--- src/rtl/debouncer_teclado.sv ---
// Keypad debouncer for ten active-high key lines.
// The raw lines are double-flopped into the clock domain. A single one-hot
// key is accepted only after it has been stable for DEBOUNCE_CYCLES
// synchronized samples. Acceptance is marked by a one-cycle active-low
// strobe. The accepted key is released only after the lines have been all
// zero for the same number of samples.
module debouncer_teclado #(
  parameter int unsigned DEBOUNCE_CYCLES = 4  // legal range 2..255
) (
  input  logic       clk,
  input  logic       rst,          // synchronous, active-high
  input  logic [9:0] teclas,       // raw asynchronous key lines
  output logic [9:0] entrada,      // one-hot accepted key, zero when none
  output logic       enablen,      // active-low strobe per accepted press
  output logic       pressionada   // key accepted, release not confirmed
);

  typedef enum logic [1:0] {
    OCIOSO      = 2'd0,  // waiting for a single clean key
    FILTRANDO   = 2'd1,  // candidate key must stay stable
    PRESSIONADO = 2'd2,  // key accepted; other activity is ignored
    LIBERANDO   = 2'd3   // lines are zero; confirming the release
  } state_t;

  // The counter must be able to hold DEBOUNCE_CYCLES itself.
  localparam int unsigned      CNT_W    = $clog2(DEBOUNCE_CYCLES + 1);
  localparam logic [CNT_W-1:0] CNT_ONE  = CNT_W'(1);
  localparam logic [CNT_W-1:0] CNT_LAST = CNT_W'(DEBOUNCE_CYCLES - 1);

  // Synchronizer stages. The FSM reads only sync_q.
  logic [9:0] meta_q;
  logic [9:0] sync_q;

  // FSM state and datapath registers
  state_t           state_q,       state_d;
  logic [CNT_W-1:0] cnt_q,         cnt_d;
  logic [9:0]       captured_q,    captured_d;
  logic [9:0]       entrada_q,     entrada_d;
  logic             enablen_q,     enablen_d;
  logic             pressionada_q, pressionada_d;

  // Exactly one key is down: the value is nonzero and has no second set bit.
  logic sync_one_hot;
  assign sync_one_hot = (sync_q != 10'd0) && ((sync_q & (sync_q - 10'd1)) == 10'd0);

  // Two-flop synchronizer for the asynchronous key lines
  always_ff @(posedge clk) begin
    // NOTE: sequential state always uses non-blocking assignments, so
    // meta_q -> sync_q takes one full clock and does not collapse into one flop.
    if (rst) begin
      meta_q <= 10'd0;
      sync_q <= 10'd0;
    end else begin
      meta_q <= teclas;
      sync_q <= meta_q;
    end
  end

  // State and output registers. Reset wins over every pending transition,
  // including a strobe that the FSM has just requested.
  always_ff @(posedge clk) begin
    if (rst) begin
      state_q       <= OCIOSO;
      cnt_q         <= '0;
      captured_q    <= 10'd0;
      entrada_q     <= 10'd0;
      enablen_q     <= 1'b1;
      pressionada_q <= 1'b0;
    end else begin
      state_q       <= state_d;
      cnt_q         <= cnt_d;
      captured_q    <= captured_d;
      entrada_q     <= entrada_d;
      enablen_q     <= enablen_d;
      pressionada_q <= pressionada_d;
    end
  end

  // Next-state logic: filter presses and releases, and request the strobe
  always_comb begin
    // NOTE: every signal gets a default before the case. Otherwise a path
    // that leaves a signal unassigned would infer a latch.
    state_d       = state_q;
    cnt_d         = cnt_q;
    captured_d    = captured_q;
    entrada_d     = entrada_q;
    enablen_d     = 1'b1;
    pressionada_d = pressionada_q;

    unique case (state_q)
      OCIOSO: begin
        // Zero or multi-key patterns are never candidates.
        if (sync_one_hot) begin
          captured_d = sync_q;
          cnt_d      = CNT_ONE;
          state_d    = FILTRANDO;
        end
      end

      FILTRANDO: begin
        if (sync_q != captured_q) begin
          // Any change during filtering is a bounce. Drop it silently.
          cnt_d   = '0;
          state_d = OCIOSO;
        end else if (cnt_q == CNT_LAST) begin
          entrada_d     = captured_q;
          enablen_d     = 1'b0;
          pressionada_d = 1'b1;
          cnt_d         = '0;
          state_d       = PRESSIONADO;
        end else begin
          cnt_d = cnt_q + CNT_ONE;
        end
      end

      PRESSIONADO: begin
        // Extra or different keys are ignored. Only all-zero starts a release.
        if (sync_q == 10'd0) begin
          cnt_d   = CNT_ONE;
          state_d = LIBERANDO;
        end
      end

      LIBERANDO: begin
        if (sync_q != 10'd0) begin
          // A release bounce: go back to holding without a new strobe.
          cnt_d   = '0;
          state_d = PRESSIONADO;
        end else if (cnt_q == CNT_LAST) begin
          entrada_d     = 10'd0;
          pressionada_d = 1'b0;
          cnt_d         = '0;
          state_d       = OCIOSO;
        end else begin
          cnt_d = cnt_q + CNT_ONE;
        end
      end

      default: begin
        cnt_d   = '0;
        state_d = OCIOSO;
      end
    endcase
  end

  assign entrada     = entrada_q;
  assign enablen     = enablen_q;
  assign pressionada = pressionada_q;

endmodule

--- config.mk ---
export PLATFORM = sky130hd
export DESIGN_NAME = debouncer_teclado
export DESIGN_NICKNAME = d
export VERILOG_FILES = /design/src/rtl/debouncer_teclado.sv
export SDC_FILE = /design/constraint.sdc
export NUM_CORES = 1
export LEC_CHECK = 0
export ABC_AREA = 1
export BUFFER_PORTS_ARGS = -buffer_cell sky130_fd_sc_hd__buf_2
export CAP_MARGIN = 25
export CORE_AREA = 2 2 72 74
export CTS_CLUSTER_DIAMETER = 60
export DETAILED_ROUTE_END_ITERATION = 6
export DIE_AREA = 0 0 74 76
export GPL_TIMING_DRIVEN = 0
export PLACE_DENSITY_LB_ADDON = 0.15
export SYNTH_ARGS = -nofsm -noshare
export SYNTH_HDL_FRONTEND = slang
export SYNTH_SLANG_ARGS = --single-unit
--- constraint.sdc ---
create_clock -name clk -period 1.9 [get_ports clk]
set_input_delay 0.285 -clock clk [delete_from_list [all_inputs] [get_ports clk]]
set_output_delay 0.285 -clock clk [all_outputs]
set_load 0.01 [all_outputs]
==> results.sh <==
export IMPL_synth_sequential_area_ratio=0.456
export IMPL_maxUsedRoutingLayer="met4"
export IMPL_ys_warnings_count=0
export IMPL_wl_met3_um=144
export IMPL_cts_setup_buffers=0
export IMPL_power_leakage_nw=1.12
export IMPL_synth_seq_cells=47
export IMPL_grt_usage=0.151
export IMPL_status="finished clean"
export IMPL_wire_per_inst_um=9.92
export IMPL_drtPass1Iterations=4
export IMPL_grt_antenna_before_repair=0
export IMPL_synth_nets=305
export IMPL_fin_skew_ns=0.00892
export IMPL_syn_cell_area_um2=2060
export IMPL_initial_core_util=0.420
export IMPL_postSynthAreaPerCell_um2=7.07
export IMPL_final_cell_mix="66 x nand2_1, 47 x dfxtp_1, 45 x inv_1"
export IMPL_htreeDepth=2
export IMPL_route_met2_wl_um=1730
export IMPL_io_buffers=22
export IMPL_cts_tree="yes"
export IMPL_whs_path_depth=3
export IMPL_grt_pass1_wl_um=6760
export IMPL_gr_total_overflow=0
export IMPL_clk_latency_ns=0.30
export IMPL_path_depth=13
export IMPL_ios=24
export IMPL_num_rows=26
export IMPL_rsz0062_at_grt="false"
export IMPL_fill_cells=517
export IMPL_die_x_um=74
export IMPL_first_iter_violations=61
export IMPL_num_vias=1764
export IMPL_clk_path_buf_depth=2
export IMPL_cp_endpoint="state_q[1]$_SDFFE_PP0P_"
export IMPL_ff2ff_path_depth=13
export IMPL_relSlewSlack=0.716
export IMPL_hold_viol=0
export IMPL_crit_slowest_cell="dfxtp_1"
export IMPL_crit_top_cell="nand2_1"
export IMPL_cts_root_buf="clkbuf_8"
export IMPL_synth_distinct_cells=26
export IMPL_max_slew_worst_pin_slew_ns=0.425
export IMPL_drive_gt1_frac=0.161
export IMPL_cts_sinks=47
export IMPL_wl_met1_um=1960
export IMPL_timing_rr_start="sync_q[5]$_SDFF_PP0_"
export IMPL_area_growth_pct=15.3
export IMPL_worst_setup_path_end_kind="flop"
export IMPL_crit_type="flop to flop"
export IMPL_dieArea_um2=5620
export IMPL_grt_max_degree=15
export IMPL_grt_pass1_vias=1516
export IMPL_final_antenna_net_count=0
export IMPL_fin_nets=334
export IMPL_fmax_mhz=596
export IMPL_slew_viol_final=0
export IMPL_seqCellArea_um2=941
export IMPL_holdWs_ns=0.181
export IMPL_path_clk_slew_ns=0.09
export IMPL_antenna_diode_count=0
export IMPL_place_ws_ns=0.235
export IMPL_multiInputGateArea_um2=887
export IMPL_critical_path_cell_chain="inv_1, nand2_1, nand2_1, nor2_1, nand2_1, nor2_1, nand3_1, nand2_1, nand2_1, nand3_1, nand2_1, nand2_1, nor2_1"
export IMPL_routed_wl_um=3890
export IMPL_ir_drop_v=0.000430
export IMPL_viasPerCell=4.50
export IMPL_setup_tns_ns=0
export IMPL_period_needed_ns=1.68
export IMPL_drv_cap=0
export IMPL_finalPower_mw=2.60
export IMPL_min_path_type="input port to flop"
export IMPL_r2r_slack_ns=0.22
export IMPL_slowest_delay_ns=0.42
export IMPL_cp_required_ns=2.11
export IMPL_numCtsBuffers=5
export IMPL_cp_max_fo=4
export IMPL_die_h_um=76
export IMPL_cts_resized=0
export IMPL_coreArea_um2=4910
export IMPL_post_route_period_util=0.883
export IMPL_dp_hpwl_um=3000
export IMPL_routabilityCongestion=0.831
export IMPL_final_common_cell="nand2_1"
export IMPL_start_kind="flop"
export IMPL_cts_hold_buf=0
export IMPL_cp_startpoint="sync_q[5]$_SDFF_PP0_"
export IMPL_fin_ws_ns=0.223
export IMPL_drc_errors=0
export IMPL_cp_num_buf_inv=1
export IMPL_final_setup_viol_count=0
export IMPL_path_delay_family="simple AND/OR/NAND/NOR gates"
export IMPL_power_density_nw_per_um2=1090
export IMPL_crit_arrival_ns=1.88
export IMPL_synth_cells=292
export IMPL_r2r_end="state_q[1]$_SDFFE_PP0P_"
-- how the worst min path moves through the flow --
stage | start | end | slack [ns]
finish | teclas[7] | meta_q[7]$_SDFF_PP0_ | 0.18
global route | teclas[9] | meta_q[9]$_SDFF_PP0_ | 0.20
CTS | teclas[4] | meta_q[4]$_SDFF_PP0_ | 0.18
detailed placement | meta_q[7]$_SDFF_PP0_ | sync_q[7]$_SDFF_PP0_ | 0.39
global placement | meta_q[6]$_SDFF_PP0_ | sync_q[6]$_SDFF_PP0_ | 0.39
floorplan | meta_q[0]$_SDFF_PP0_ | sync_q[0]$_SDFF_PP0_ | 0.39
-- kinds of logic after synthesis --
logic type | synth area share
buffers and inverters | 0.115
DFF | 0.456
xor gates and xnor gates | 0.0127
AOI/OAI and AO/OA | 0.110
and+or+nand+nor | 0.301
adders and majority gates | 0.00606
-- synth_stat cells (all sizes together) --
| master | n | area share |
|---|---|---|
| clkbuf | 5 | 0.0091 |
| nand3 | 9 | 0.027 |
| o21ai | 15 | 0.040 |
| xnor2 | 1 | 0.0042 |
| ha | 1 | 0.0061 |
| xor2 | 2 | 0.0085 |
| nand2 | 69 | 0.13 |
| nand4 | 14 | 0.042 |
| a21oi | 26 | 0.067 |
| buf | 6 | 0.020 |
| inv | 47 | 0.085 |
| nor2 | 46 | 0.095 |
| or2 | 1 | 0.0030 |
| dfxtp | 47 | 0.46 |
| a211oi | 1 | 0.0036 |
| nor3 | 2 | 0.0048 |
-- per-stage QoR --
stage	instance area, um^2	std cells	util
2_1_floorplan	2060	292	-
3_3_place_gp	2260	384	0.461
3_5_place_dp	2260	384	0.461
4_1_cts	2380	392	0.484
5_1_grt	2380	392	0.484
6_report	2380	392	0.484
-- metal layers --
metal	GRT usage	vias up
li1	-	968
met1	0.205	757
met2	0.238	32
met3	0.0278	7
met4	0.0491	0
met5	0	-
-- final cells by class --
class | instances | area share
sequential | 47 | 0.395
tap | 70 | 0.0368
inverter | 47 | 0.0741
clock buffer | 6 | 0.0347
clock inverter | 2 | 0.0147
buffer | 11 | 0.0252
timing repair buffer | 22 | 0.0463
multi-input combinational | 187 | 0.373
-- flip-flops by register name, summed over array words and instances (netlist names) --
register,count
meta_q,10
entrada,10
cnt_q,3
pressionada,1
sync_q,10
captured_q,10
enablen,1
state_q,2
-- tightest hold or removal path, stage by stage --
cell	delay, ns
buf_2	0.07
inv_1	0.03
nor2_1	0.06
-- power breakdown --
| group | total (mW) | switching (mW) | internal (mW) |
|---|---|---|---|
| Sequential | 1.17 | 0.0820 | 1.09 |
| Combinational | 0.672 | 0.437 | 0.236 |
| Clock | 0.751 | 0.326 | 0.426 |
Note: power is estimated with default switching activity, not from simulation.
